$ cat src/rtl/clked_negative_pulse_gen.sv
// Clocked active-low pulse generator.
// A rising edge on trigger starts a low pulse of pulse_len cycles (0 counts as 1).
// A HOLDOFF gap of GAP_CYCLES high cycles follows each pulse.
// Optional feature: define CLKED_NEGATIVE_PULSE_GEN_RETRIGGER_EN so that a start
// request during ACTIVE reloads the length counter instead of being dropped.
module clked_negative_pulse_gen #(
    parameter int LEN_BITS   = 8,
    parameter int GAP_CYCLES = 2
) (
    input  logic                clk,
    input  logic                reset,
    input  logic                trigger,
    input  logic [LEN_BITS-1:0] pulse_len,
    output logic                pulse_n,
    output logic                busy,
    output logic                done,
    output logic                dropped
);

`ifdef CLKED_NEGATIVE_PULSE_GEN_RETRIGGER_EN
    localparam bit RETRIG = 1'b1;
`else
    localparam bit RETRIG = 1'b0;
`endif

    // Gap counter sized for GAP_CYCLES; it keeps one bit even when the gap is disabled.
    localparam int GW = (GAP_CYCLES > 0) ? $clog2(GAP_CYCLES + 1) : 1;
    localparam logic [GW-1:0] GAP_LOAD = GW'(GAP_CYCLES);

    typedef enum logic [1:0] {
        IDLE    = 2'd0,
        ACTIVE  = 2'd1,
        HOLDOFF = 2'd2
    } state_t;

    state_t              state_q, state_d;
    logic [LEN_BITS-1:0] cnt_q, cnt_d;
    logic [GW-1:0]       gap_q, gap_d;
    logic                pulse_n_q, pulse_n_d;
    logic                busy_q, busy_d;
    logic                done_q, done_d;
    logic                dropped_q, dropped_d;
    logic                trigger_q, trigger_d;

    logic                start_req;
    logic [LEN_BITS-1:0] len_eff;

    assign start_req = trigger & ~trigger_q;
    assign len_eff   = (pulse_len == '0) ? LEN_BITS'(1) : pulse_len;

    // Next-state and next-output computation for the IDLE/ACTIVE/HOLDOFF sequence.
    always_comb begin
        state_d   = state_q;
        cnt_d     = cnt_q;
        gap_d     = gap_q;
        pulse_n_d = pulse_n_q;
        busy_d    = busy_q;
        done_d    = 1'b0;
        dropped_d = 1'b0;
        trigger_d = trigger;

        case (state_q)
            IDLE: begin
                pulse_n_d = 1'b1;
                busy_d    = 1'b0;
                if (start_req) begin
                    state_d   = ACTIVE;
                    cnt_d     = len_eff;
                    pulse_n_d = 1'b0;
                    busy_d    = 1'b1;
                end
            end

            ACTIVE: begin
                if (RETRIG && start_req) begin
                    // Reload: the low time restarts from this edge with the new length.
                    cnt_d = len_eff;
                end else begin
                    if (start_req) dropped_d = 1'b1;
                    if (cnt_q <= LEN_BITS'(1)) begin
                        // Last low cycle: release the output and strobe done.
                        cnt_d     = '0;
                        pulse_n_d = 1'b1;
                        done_d    = 1'b1;
                        if (GAP_CYCLES > 0) begin
                            state_d = HOLDOFF;
                            gap_d   = GAP_LOAD;
                            busy_d  = 1'b1;
                        end else begin
                            state_d = IDLE;
                            busy_d  = 1'b0;
                        end
                    end else begin
                        cnt_d = cnt_q - LEN_BITS'(1);
                    end
                end
            end

            HOLDOFF: begin
                if (gap_q <= GW'(1)) begin
                    // Leaving the gap; a request on this very edge starts the next pulse.
                    gap_d = '0;
                    if (start_req) begin
                        state_d   = ACTIVE;
                        cnt_d     = len_eff;
                        pulse_n_d = 1'b0;
                        busy_d    = 1'b1;
                    end else begin
                        state_d = IDLE;
                        busy_d  = 1'b0;
                    end
                end else begin
                    gap_d = gap_q - GW'(1);
                    if (start_req) dropped_d = 1'b1;
                end
            end

            default: begin
                state_d   = IDLE;
                cnt_d     = '0;
                gap_d     = '0;
                pulse_n_d = 1'b1;
                busy_d    = 1'b0;
            end
        endcase
    end

    // State and registered outputs; reset wins over everything on the same edge.
    always_ff @(posedge clk) begin
        if (reset) begin
            state_q   <= IDLE;
            cnt_q     <= '0;
            gap_q     <= '0;
            pulse_n_q <= 1'b1;
            busy_q    <= 1'b0;
            done_q    <= 1'b0;
            dropped_q <= 1'b0;
            trigger_q <= 1'b1;
        end else begin
            state_q   <= state_d;
            cnt_q     <= cnt_d;
            gap_q     <= gap_d;
            pulse_n_q <= pulse_n_d;
            busy_q    <= busy_d;
            done_q    <= done_d;
            dropped_q <= dropped_d;
            trigger_q <= trigger_d;
        end
    end

    assign pulse_n = pulse_n_q;
    assign busy    = busy_q;
    assign done    = done_q;
    assign dropped = dropped_q;

endmodule

$ cat config.mk
export PLATFORM = sky130hd
export DESIGN_NAME = clked_negative_pulse_gen
export DESIGN_NICKNAME = d
export VERILOG_FILES = /design/src/rtl/clked_negative_pulse_gen.sv
export SDC_FILE = /design/constraint.sdc
export NUM_CORES = 1
export LEC_CHECK = 0
export CAP_MARGIN = 0
export CORE_MARGIN = 2
export CORE_UTILIZATION = 35
export DETAILED_ROUTE_END_ITERATION = 10
export SYNTH_ARGS = -nofsm -noshare
export SYNTH_HDL_FRONTEND = slang
export SYNTH_SLANG_ARGS = --single-unit
$ cat constraint.sdc
create_clock -name clk -period 2.38 [get_ports clk]
set_input_delay 0.357 -clock clk [delete_from_list [all_inputs] [get_ports clk]]
set_output_delay 0.357 -clock clk [all_outputs]
set_load 0.05 [all_outputs]
==> results of run 1 <==
[stage by stage]
stage          power [mW]  worst slack [ns]
6_report           0.9718            0.1637
5_1_grt             1.046            0.1093
4_1_cts            0.9785            0.1764
3_5_place_dp       0.8070            0.2099
3_3_place_gp       0.8051            0.2520
2_1_floorplan      0.6896            0.4058
[state kept, by name (all words and copies together), names as in the netlist]
signal and count:
cnt_q 8, gap_q 2, state_q 2, busy 1, done 1, dropped 1, pulse_n 1, trigger_q 1
[worst max-delay path, cell delays in order (launching register included)]
cell and delay (ns):
dfxtp_1 0.39, or4_4 0.58, o41a_1 0.52, or4_1 0.52, a21oi_1 0.15
[per-layer routing]
metal,vias to the layer above,wire length (µm)
li1,484,-
met1,466,1124
met2,34,1255
met3,2,173
met4,0,16
met5,-,0
[final cells by class]
type / instances / area share (%)
inverters: 7 / 2.108
clock buffers: 3 / 1.807
flip-flops and latches: 17 / 27.31
multi-input cells: 92 / 51.41
well taps: 31 / 3.112
clock inverters: 1 / 0.6024
repair buffers: 18 / 13.65
[kinds of logic after synthesis]
family	Yosys count	synth area share, %
buf+inv	11	5.448
mux	5	4.843
fa+ha+maj	7	8.474
xor+xnor	2	1.695
compound gates	35	24.34
simple gates	43	22.28
flops	17	32.93
[placed cells by master (no fill, tap or decap), types with 2 or more instances in the layout]
cell / n
a32oi_1: 3
clkdlybuf4s50_1: 14
or4_1: 2
o21ai_0: 6
a21oi_1: 6
nor3_1: 2
mux2i_1: 5
nor3b_1: 4
a22o_1: 2
clkbuf_4: 3
buf_4: 4
o22ai_1: 3
or2_2: 3
inv_1: 7
dfxtp_1: 17
nand2_1: 8
ha_1: 7
nor4_1: 3
nor2_1: 11
nand3_1: 3
and2_1: 2
[timing repair]
action                                  CTS  global route
resized for setup                         0             1
endpoints found under the setup margin    0             1
hold buffers                              0             0
setup buffers                             0             0
endpoints found under the hold margin     0             0
[worst paths after layout]
check | from | endpoint | slack (ns) | cells past startpoint
worst max-delay path | cnt_q[3] | gap_q[0] | 0.16 | 4
worst min-delay path | pulse_n | pulse_n | 0.49 | 1
worst max register to register | cnt_q[3] | gap_q[0] | 0.16 | 4
worst min register to register | pulse_n | pulse_n | 0.49 | 1
[power groups by stage]
stage	Clock, mW	Combinational [mW]	Sequential (mW)
final	0.165	0.434	0.373
after global routing	0.186	0.479	0.381
after CTS	0.175	0.431	0.372
after detailed placement	0	0.428	0.379
after global placement	0	0.428	0.377
after floorplan	0	0.316	0.374
==> impl_metrics.toml, run 1 <==
[outcome]
status = "completed"

[route]
detail_route.wirelength_mm = 2.569
dr.pass1.iters = 4
vias = 986
post-route-drc-count = 0
viasPerCell = 5.834
wl_per_cell_um = 15.20
drtIter0Drc = 43
ant_nets = 0

[final_layout]
fin_area_um2 = 1246
diodes = 0
multi_input_area_um2 = 640.6
seqCellArea_um2 = 340.3
drive_gt1_share_pct = 10.87
num-fill-cells = 280
final_core_util_pct = 44.80
stdcell_count = 169
nets = 157
syn_to_final_growth_pct = 20.58

[timing]
max_freq_ghz = 0.4512
timing_hold_violations_final = 0
layout_min_cycle_time_ns = 2.216
fin_crit_sh_pct = 93.12
holdWs_ns = 0.4942
final_max_slew_viol_count = 0
rsz0062_at_grt = "false"
tightest_slew_ns = 0.6709
setup_viol = 0
tns_ns = 0
fin_skew_ns = 0.004938
slew_headroom_pct = 54.69

[synth]
synth_seq_area_share_pct = 32.93
synth_nets = 138
ys_ff_latch = 17
avgSynthCellArea_um2 = 8.612
yosysTopAreaCell = "dfxtp_1"
synth_top_area_share_pct = 32.93
synth_flop_cell = "dfxtp_1"
synth_cell_type_count = 43
postSynthCellCount = 120
synth_commonest_cells = "dfxtp_1 (17), nor2_1 (11), nand2_1 (8), ha_1 (7), inv_1 (7)"
yosysMostFrequentCell = "dfxtp_1"
synth-edff-count = 0
netlist_area_um2 = 1033
synth_area_leaders = "dfxtp_1 (33%), ha_1 (8.5%), mux2i_1 (4.8%), nor2_1 (4.0%), a21oi_1 (2.9%)"
yosysWarnings = 0
synthArstFlopShare_pct = 0

[cts]
cts.htree.levels = 1
clk_latency_ns = 0.30
clk_pin_slew_ns = 0.11
cts_root_buf = "clkbuf_4"
cts_inserted_buffers = 3
cts_tree = "built"
cts_num_sinks = 17
clk_path_buf_depth = 2

[pwr]
ir_drop_uv = 540.8
p_leak_nw = 0.5060
power_density_nw_per_um2 = 779.8
p_clk_share_pct = 17.0
seqPwrFrac_pct = 38.4
p_int_mw = 0.5837
p_sw_mw = 0.3881
p_comb_share_pct = 44.7
switching_share_pct = 39.93

[min_path]
hold_path_class = "register to register"

[grt]
use_met3_pct = 5.495
antenna_found_initial = 0
first_global_vias = 983
grt_pass1_wl_mm = 4.436
grt.total_usage_pct = 16.90
use_met2_pct = 27.13
grt_max_degree = 12
use_met1_pct = 20.92
top_usage_layer = "met2"
grt_overflow = 0

[placed_design]
placed_cells = 165
port_buffers = 14
gp_congestion = 0.8319
place_area_um2 = 1212
post-dp-hpwl_mm = 1.986

[floorplanning]
ioPinCount = 15
core_um2 = 2781
dieArea_um2 = 3404
start_util_pct = 37.16
fp-row-count = 19
chipHeight_um = 58.34
die_x_um = 58.34

[critical_path]
critical_path_arrival_ns = 2.45
worstSetupEndpointType = "register"
worst-setup-path-type = "register to register"
cp_max_fo = 8
cp.required_ns = 2.61
critPathLaunchType = "register"

[job]
cap_violations = 0
No activity file was read; power rests on OpenSTA's default activity.
==> run 2: changes to the inputs <==
--- a/config.mk
+++ b/config.mk
@@ -12,3 +12,4 @@
 export SYNTH_ARGS = -nofsm -noshare
 export SYNTH_HDL_FRONTEND = slang
 export SYNTH_SLANG_ARGS = --single-unit
+export TNS_END_PERCENT = 1
==> results of run 2 <==
No change in the layout: final DEF, timing and power equal those of run 1.
==> run 3: changes to the inputs <==
--- a/config.mk
+++ b/config.mk
@@ -6,10 +6,10 @@
 export NUM_CORES = 1
 export LEC_CHECK = 0
 export CAP_MARGIN = 0
-export CORE_MARGIN = 2
+export CORE_MARGIN = 5
 export CORE_UTILIZATION = 35
 export DETAILED_ROUTE_END_ITERATION = 10
 export SYNTH_ARGS = -nofsm -noshare
 export SYNTH_HDL_FRONTEND = slang
 export SYNTH_SLANG_ARGS = --single-unit
-export TNS_END_PERCENT = 1
+export TNS_END_PERCENT = 10
==> impl_metrics.toml, run 3 (same netlist as run 1, synthesis figures left out) <==
[cts]
cts_root_buf = "clkbuf_4"
cts_resized = 0
cts_num_sinks = 17
clk_path_buf_depth = 2
cts_tree = "built"
clk_latency_ns = 0.30
postCtsSetupBuffers = 0
cts.htree.levels = 1
cts_inserted_buffers = 3
clk_pin_slew_ns = 0.12
ctsHoldBuffers = 0

[critical_path]
worstSetupEndpointType = "register"
critPathLaunchType = "register"
path_cells = "or4_4 -> o41a_1 -> or4_1 -> a21oi_1"
r2r_slack_ns = 0.25
critical_path_arrival_ns = 2.37
worst-setup-path-type = "register to register"
cp_max_fo = 8
max_stage_delay_ns = 0.57
cp.buffers_inverters = 0
critical_path.top_delay_family = "simple AND/OR/NAND/NOR gates"
crit_slowest_cell = "or4_4"
cp.required_ns = 2.62

[final_layout]
final_cell_mix = "dfxtp_1 (17), clkdlybuf4s50_1 (14), nor2_1 (11), nand2_1 (8)"
top_register = "cnt_q"
drive_gt1_share_pct = 10.79
fin_area_um2 = 1247
syn_to_final_growth_pct = 20.70
nets = 158
top_regs = "cnt_q x8, gap_q x2, state_q x2"
final_common_cell = "dfxtp_1"
diodes = 0
largest_reg_flops = 8

[floorplanning]
die_x_um = 64.34
chipHeight_um = 64.34
dieArea_um2 = 4140
ioPinCount = 15
core_um2 = 2805
start_util_pct = 36.84
fp-row-count = 19

[timing]
rsz0062_at_grt = "false"
layout_min_cycle_time_ns = 2.127
max_freq_ghz = 0.4701
final_max_slew_viol_count = 0
timing_hold_violations_final = 0
setup_viol = 0
tightest_slew_ns = 0.5657
fin_crit_sh_pct = 89.39
tns_ns = 0
fin_skew_ns = 0.01756
slew_headroom_pct = 61.79

[job]
cap_violations = 0

[route]
drtIter0Drc = 79
wl_per_cell_um = 15.02
vias = 994
post-route-drc-count = 0
viasPerCell = 5.847
detail_route.wirelength_mm = 2.554
ant_nets = 0
dr.pass1.iters = 4

[placed_design]
place_area_um2 = 1220
gp_congestion = 0.8638
post-dp-hpwl_mm = 1.916
port_buffers = 14

[grt]
grt_max_degree = 11
grt_overflow = 0
grt_pass1_wl_mm = 4.043
antenna_found_initial = 0
first_global_vias = 879
grt.total_usage_pct = 12.25

[pwr]
ir_drop_uv = 434.8
p_leak_nw = 0.5133
power_density_nw_per_um2 = 778.8
total_power_mw = 0.9715

[outcome]
status = "completed"

[min_path]
hold_path_class = "register to register"
## run 3: cell count changes in the layout (fill, tap and decap cells not counted)
cell        change
clkinv_2        +1
buf_4           +1
clkinvlp_4      -1
o21ai_1         +1
o21ai_2         -1
## run 3: routing by layer
layer  global-route usage, %  wire [µm]  vias to the layer above
met4                   3.166         17                        0
met5                       0          0                        -
met3                   4.378        147                        2
li1                        -          -                      489
met1                   15.33       1176                      473
met2                   19.97       1214                       30
## run 3: final timing paths
path              cells after the start  startpoint  endpoint
setup / recovery                      4    cnt_q[3]  gap_q[0]
hold / removal                        1     pulse_n   pulse_n
setup reg to reg                      4    cnt_q[3]  gap_q[0]
hold reg to reg                       1     pulse_n   pulse_n
## run 3: worst reg2reg max path, delay by kind of cell, from the launching register on
| kind | cells | cell delay (ns) |
|---|---|---|
| DFF | 1 | 0.37 |
| AOI/OAI and AO/OA | 2 | 0.64 |
| and+or+nand+nor | 2 | 1.07 |
## run 3: per-stage QoR
stage / cells / utilization [%] / worst slack, ns / hold WS [ns]
after floorplan: 120 / - / 0.4058 / 0.4594
after global placement: 166 / 43.49 / 0.3358 / 0.4705
after detailed placement: 166 / 43.49 / 0.2865 / 0.4715
after CTS: 170 / 44.47 / 0.2784 / 0.5050
after global routing: 170 / 44.47 / 0.1526 / 0.5319
final: 170 / 44.47 / 0.2526 / 0.4965
## run 3: cell type report
| type | instances | area [µm²] |
|---|---|---|
| Clock buffer | 3 | 22.52 |
| Fill cell | 300 | 1558 |
| Tap cell | 31 | 38.79 |
| Sequential cell | 17 | 340.3 |
| Timing Repair Buffer | 19 | 177.7 |
| Clock inverter | 1 | 5.005 |
| Multi-Input combinational cell | 92 | 636.9 |
| Inverter | 7 | 26.28 |
## run 3: report_power, final
part           switching [mW]  internal [mW]  leakage, nW
clock network           0.102         0.0626       0.0177
logic                   0.231          0.204        0.357
registers              0.0509          0.321        0.139
